<file path="src/rtl/vga_timing_gen.sv">
// Raster timing generator for a 640x480@60Hz VGA frame on the pixel clock.
// Scan position, blank, line/frame pulses and a delayed hs/vs pair.
module vga_timing_gen #(
    parameter int H_VISIBLE  = 640,
    parameter int H_FRONT    = 16,
    parameter int H_SYNC     = 96,
    parameter int H_BACK     = 48,
    parameter int V_VISIBLE  = 480,
    parameter int V_FRONT    = 10,
    parameter int V_SYNC     = 2,
    parameter int V_BACK     = 33,
    parameter int SYNC_DELAY = 1
) (
    input  logic       vga_clk,
    input  logic       reset,
    output logic [9:0] DrawX,
    output logic [9:0] DrawY,
    output logic       blank,
    output logic       hs,
    output logic       vs,
    output logic       line_start,
    output logic       frame_start,
    output logic [7:0] frame_count
);

    localparam int H_TOTAL  = H_VISIBLE + H_FRONT + H_SYNC + H_BACK;
    localparam int V_TOTAL  = V_VISIBLE + V_FRONT + V_SYNC + V_BACK;
    localparam int HS_START = H_VISIBLE + H_FRONT;
    localparam int HS_END   = HS_START + H_SYNC;
    localparam int VS_START = V_VISIBLE + V_FRONT;
    localparam int VS_END   = VS_START + V_SYNC;

    localparam logic [9:0]  H_LAST   = 10'(H_TOTAL - 1);
    localparam logic [9:0]  V_LAST   = 10'(V_TOTAL - 1);
    localparam logic [10:0] H_VIS_W  = 11'(H_VISIBLE);
    localparam logic [10:0] V_VIS_W  = 11'(V_VISIBLE);
    localparam logic [10:0] HS_STA_W = 11'(HS_START);
    localparam logic [10:0] HS_END_W = 11'(HS_END);
    localparam logic [10:0] VS_STA_W = 11'(VS_START);
    localparam logic [10:0] VS_END_W = 11'(VS_END);

    generate
        if (H_TOTAL > 1024 || V_TOTAL > 1024 || H_TOTAL < 2 || V_TOTAL < 2) begin : g_bad_total
            $error("vga_timing_gen: H_TOTAL and V_TOTAL must lie in 2..1024");
        end
        if (SYNC_DELAY < 0 || SYNC_DELAY > 4) begin : g_bad_delay
            $error("vga_timing_gen: SYNC_DELAY must lie in 0..4");
        end
    endgenerate

    logic [9:0]  hc;
    logic [9:0]  vc;
    logic [9:0]  next_hc;
    logic [9:0]  next_vc;
    logic [10:0] next_hc_w;
    logic [10:0] next_vc_w;
    logic        next_blank;
    logic        next_hs_raw;
    logic        next_vs_raw;
    logic        frame_wrap;

    // Stage 0 holds the undelayed decode; stages 1..SYNC_DELAY form the delay line.
    logic [SYNC_DELAY:0] hs_line;
    logic [SYNC_DELAY:0] vs_line;

    always_comb begin
        next_hc = hc + 10'd1;
        next_vc = vc;
        if (hc == H_LAST) begin
            next_hc = '0;
            next_vc = (vc == V_LAST) ? 10'd0 : vc + 10'd1;
        end
        next_hc_w   = {1'b0, next_hc};
        next_vc_w   = {1'b0, next_vc};
        next_blank  = (next_hc_w < H_VIS_W) && (next_vc_w < V_VIS_W);
        next_hs_raw = !((next_hc_w >= HS_STA_W) && (next_hc_w < HS_END_W));
        next_vs_raw = !((next_vc_w >= VS_STA_W) && (next_vc_w < VS_END_W));
        frame_wrap  = (next_hc == 10'd0) && (next_vc == 10'd0);
    end

    // Decoding from the next counter state keeps every registered output aligned with DrawX/DrawY.
    always_ff @(posedge vga_clk or posedge reset) begin
        if (reset) begin
            hc          <= H_LAST;
            vc          <= V_LAST;
            blank       <= 1'b0;
            line_start  <= 1'b0;
            frame_start <= 1'b0;
            frame_count <= 8'hFF;
            hs_line     <= '1;
            vs_line     <= '1;
        end else begin
            hc          <= next_hc;
            vc          <= next_vc;
            blank       <= next_blank;
            line_start  <= (next_hc == 10'd0);
            frame_start <= frame_wrap;
            if (frame_wrap) begin
                frame_count <= frame_count + 8'd1;
            end
            hs_line[0] <= next_hs_raw;
            vs_line[0] <= next_vs_raw;
            for (int i = 1; i <= SYNC_DELAY; i++) begin
                hs_line[i] <= hs_line[i-1];
                vs_line[i] <= vs_line[i-1];
            end
        end
    end

    assign DrawX = hc;
    assign DrawY = vc;
    assign hs    = hs_line[SYNC_DELAY];
    assign vs    = vs_line[SYNC_DELAY];

endmodule

</file>
<file path="config.mk">
export PLATFORM = sky130hd
export DESIGN_NAME = vga_timing_gen
export DESIGN_NICKNAME = d
export VERILOG_FILES = /design/src/rtl/vga_timing_gen.sv
export SDC_FILE = /design/constraint.sdc
export NUM_CORES = 1
export LEC_CHECK = 0
export ABC_CLOCK_PERIOD_IN_PS = 3500
export CAP_MARGIN = 20
export CORE_ASPECT_RATIO = 1.75
export CORE_MARGIN = 2
export CORE_UTILIZATION = 52
export DETAILED_ROUTE_END_ITERATION = 10
export PLACE_DENSITY = 0.83
export SKIP_CTS_REPAIR_TIMING = 1
export SLEW_MARGIN = 0
export SYNTH_ARGS = -nofsm -noshare
export SYNTH_HDL_FRONTEND = slang
export SYNTH_SLANG_ARGS = --single-unit
</file>
<file path="constraint.sdc">
create_clock -name vga_clk -period 3.5 [get_ports vga_clk]
set_clock_uncertainty 0.05 [all_clocks]
set_input_delay 0.35 -clock vga_clk [delete_from_list [all_inputs] [get_ports vga_clk]]
set_output_delay 0.35 -clock vga_clk [all_outputs]
set_load 0.01 [all_outputs]
</file>
==> reports/results.tsv <==
stage	metric	value	unit
logic_synthesis	Avg Inst Size Synth	10.1	µm²
placed_design	I/O Buffers	34	
sta	RSZ-0062 raised after global routing	no	
layout	Non-Filler Instances	273	
logic_synthesis	Synth area leaders	dfstp_2, dfrtp_1, xor2_1	
placed_design	dpl ws	0.288	ns
logic_synthesis	synthesized area	0.00192	mm²
drt	Total Wirelength	4.22	mm
placed_design	RePlAce Congestion	0.903	
pwr	Pwr per Cell Area	347	mW/mm²
logic_synthesis	ys async rst share	1.00	
logic_synthesis	mux contribution to synthesized area	0.0169	
floorplanning	initial core utilization	0.535	
sta	fin crit period	3.26	ns
logic_synthesis	EDFF count, synth	0	
grt	initial antenna violation count	0	
logic_synthesis	post-synthesis sequential area ratio	0.470	
worst_setup_path	CP Launch Point	DrawX[0]	
grt	first-pass GRT wire length	7.09	mm
sta	fin. max-slew vios	0	
logic_synthesis	top-area cell type share of the netlist area	0.301	
logic_synthesis	syn nets	196	
grt	Overflow after GRT	0	
pwr	Max VDD drop	0.351	mV
logic_synthesis	Synth Area in Simple Gates	0.254	
drt	DRT Pass-1 Iters	4	
sta	Final setup viols	0	
run	max-cap violations	0	
layout	Fillers	272	
clock_network	CTS root buffer	clkbuf_8	
sta	Slew HR	0.557	
sta	Min Hold Slack	0.310	ns
clock_network	CTS Sinks	35	
sta	Final Hold Viols	0	
floorplanning	Die H	84.4	µm
grt	pin count of the biggest net entering global routing	29	
floorplanning	die area	0.00421	mm²
layout	Final Net Count	232	
logic_synthesis	Yosys cell types	51	
sta	setup_tns	0	ns
placed_design	Post-Place Cells	264	
logic_synthesis	FF+latch count, synth	35	
worst_setup_path	arrival time worst endpoint	3.43	ns
clock_network	TritonCTS clock tree	yes	
logic_synthesis	adder-cell share of the synthesized area	0.0261	
clock_network	clock latency on the worst-skew pair	0.29	ns
worst_setup_path	Worst Path Required	3.66	ns
min_path	worst hold start	vs_line[0]	
logic_synthesis	Compound-Gate Fraction of Synth Area	0.115	
pwr	Tot Pwr	0.850	mW
worst_setup_path	CP max FO	9	
logic_synthesis	main combinational cell family by area after synthesis	simple AND/OR/NAND/NOR gates	
pwr	leakage	0.964	nW
clock_network	htree depth	2	
layout	register area	903	µm²
grt	vias in the first global route	1591	
sta	final worst slack	0.238	ns
sta	Max Freq	307	MHz
clock_network	CTS max path bufs	2	
layout	share of layout cells above drive strength 1	0.203	
floorplanning	IO Count	35	
layout	multi-input logic area	940	µm²
worst_setup_path	Worst Setup End Kind	flip-flop	
worst_setup_path	r2r startpoint	DrawX[0]	
drt	drt via density	5.87	
layout	# diodes	0	
worst_setup_path	Crit Path Class	flip-flop to flip-flop	
logic_synthesis	Mapped Cells	190	
floorplanning	Die Width	49.9	µm
drt	average wire per standard cell	15.5	µm
drt	initial DRC count	49	
grt	global-route usage over all layers	0.221	
sta	final worst-path cycle share	0.932	
clock_network	Worst-path clk slew	0.07	ns
logic_synthesis	XOR/XNOR Fraction of Synth Area	0.0775	
drt	number of routed nets with antenna violations	0	
clock_network	CTS Buf Count	5	
min_path	Worst Hold Class	flip-flop to flip-flop	
logic_synthesis	yosys warns	0	
drt	DRC viols	0	
floorplanning	Rows	29	
layout	Area Growth Syn to Fin	27.3	%
worst_setup_path	Worst setup SP type	flip-flop	
placed_design	HPWL Detailed	3.09	mm
sta	Slew @ Worst Pin	0.664	ns
outcome	status	completed	
floorplanning	core area	0.00359	mm²
drt	Vias	1603	
logic_synthesis	area leader, netlist	dfstp_2	
logic_synthesis	prevailing post-synth register cell	dfstp_2	
[layer usage]
layer / up-vias / track usage / wire length, µm
li1: 757 / - / -
met2: 49 / 0.392 / 2330
met4: 0 / 0.119 / 97
met1: 787 / 0.236 / 1610
met3: 10 / 0.0480 / 181
met5: - / 0 / 0
[where the power goes]
part / internal, mW / switching, mW / total (mW)
sequential: 0.406 / 0 / 0.406
clock: 0.284 / 0.148 / 0.432
combinational: 0.00399 / 0.00800 / 0.0120
[final cells by class]
class | count | share of cell area
well taps | 46 | 0.0235
clock inverters | 3 | 0.0276
flip-flops and latches | 35 | 0.369
repair buffers | 38 | 0.155
multi-input cells | 138 | 0.384
inverters | 8 | 0.0123
clock buffers | 5 | 0.0281
[sequential cells by signal, indices dropped and copies added, names as in the netlist]
signal       cells
blank            1
line_start       1
vs_line          2
frame_start      1
frame_count      8
DrawX           10
hs_line          2
DrawY           10
[path summary, 6_finish.rpt]
path | end | slack, ns | depth (start not counted)
max in group asynchronous | hs_line[0] | 2.44 | 3
max | frame_count[1] | 0.24 | 8
max reg2reg | frame_count[1] | 0.24 | 8
min reg2reg | vs_line[1] | 0.31 | 0
min | vs_line[1] | 0.31 | 0
min in group asynchronous | DrawX[5] | 0.38 | 2
[worst max-delay path, cell delays in order (launching register included)]
cell	delay [ns]
dfstp_2	0.59
ha_1	0.26
nand4_1	0.26
or3_1	0.56
or2_1	0.32
mux2i_1	0.13
a21oi_1	0.56
nor2_2	0.15
mux2_2	0.31
[cells in the mapped netlist, drive strengths merged, types with 2 or more instances]
master  instances
o21ai           6
nand2b          2
nor3           12
a31oi           3
and3            5
a211oi          3
or3             5
nor2           12
ha              4
xnor2           7
and4            2
nor2b           2
xor2           10
mux2            2
nor4            4
nand4           5
a21oi           4
o31ai           2
clkbuf          4
nand2          14
inv             8
dfrtp          13
buf             5
or2             4
dfstp          22
nand3          11
[placed cells by master, fill, tap and decap left out, drive strengths merged, types with 3 or more instances in the layout]
cell	count
dfstp	22
a211oi	3
nand3	11
clkdlybuf4s50	34
and3	5
buf	4
a31oi	3
or3	5
xor2	10
or2	4
xnor2	7
nand2	14
nor2	12
a21oi	4
ha	4
dfrtp	13
nor4	4
o21ai	6
clkbuf	5
nand4	5
nor3	12
inv	8
[cells by family after synthesis]
logic type | after synthesis
AND/OR/NAND/NOR | 84
flip-flops | 35
AO/OA/AOI/OAI | 30
XOR/XNOR | 17
buffers and inverters | 17
adder cells (fa/ha/maj) | 4
multiplexers | 3
[metrics by stage]
stage               utilization  cell area, µm²
floorplan                     -            1920
global placement          0.638            2290
detailed placement        0.638            2290
finish                    0.681            2440
global route              0.681            2440
CTS                       0.676            2430
No activity file was read; power rests on OpenSTA's default activity.
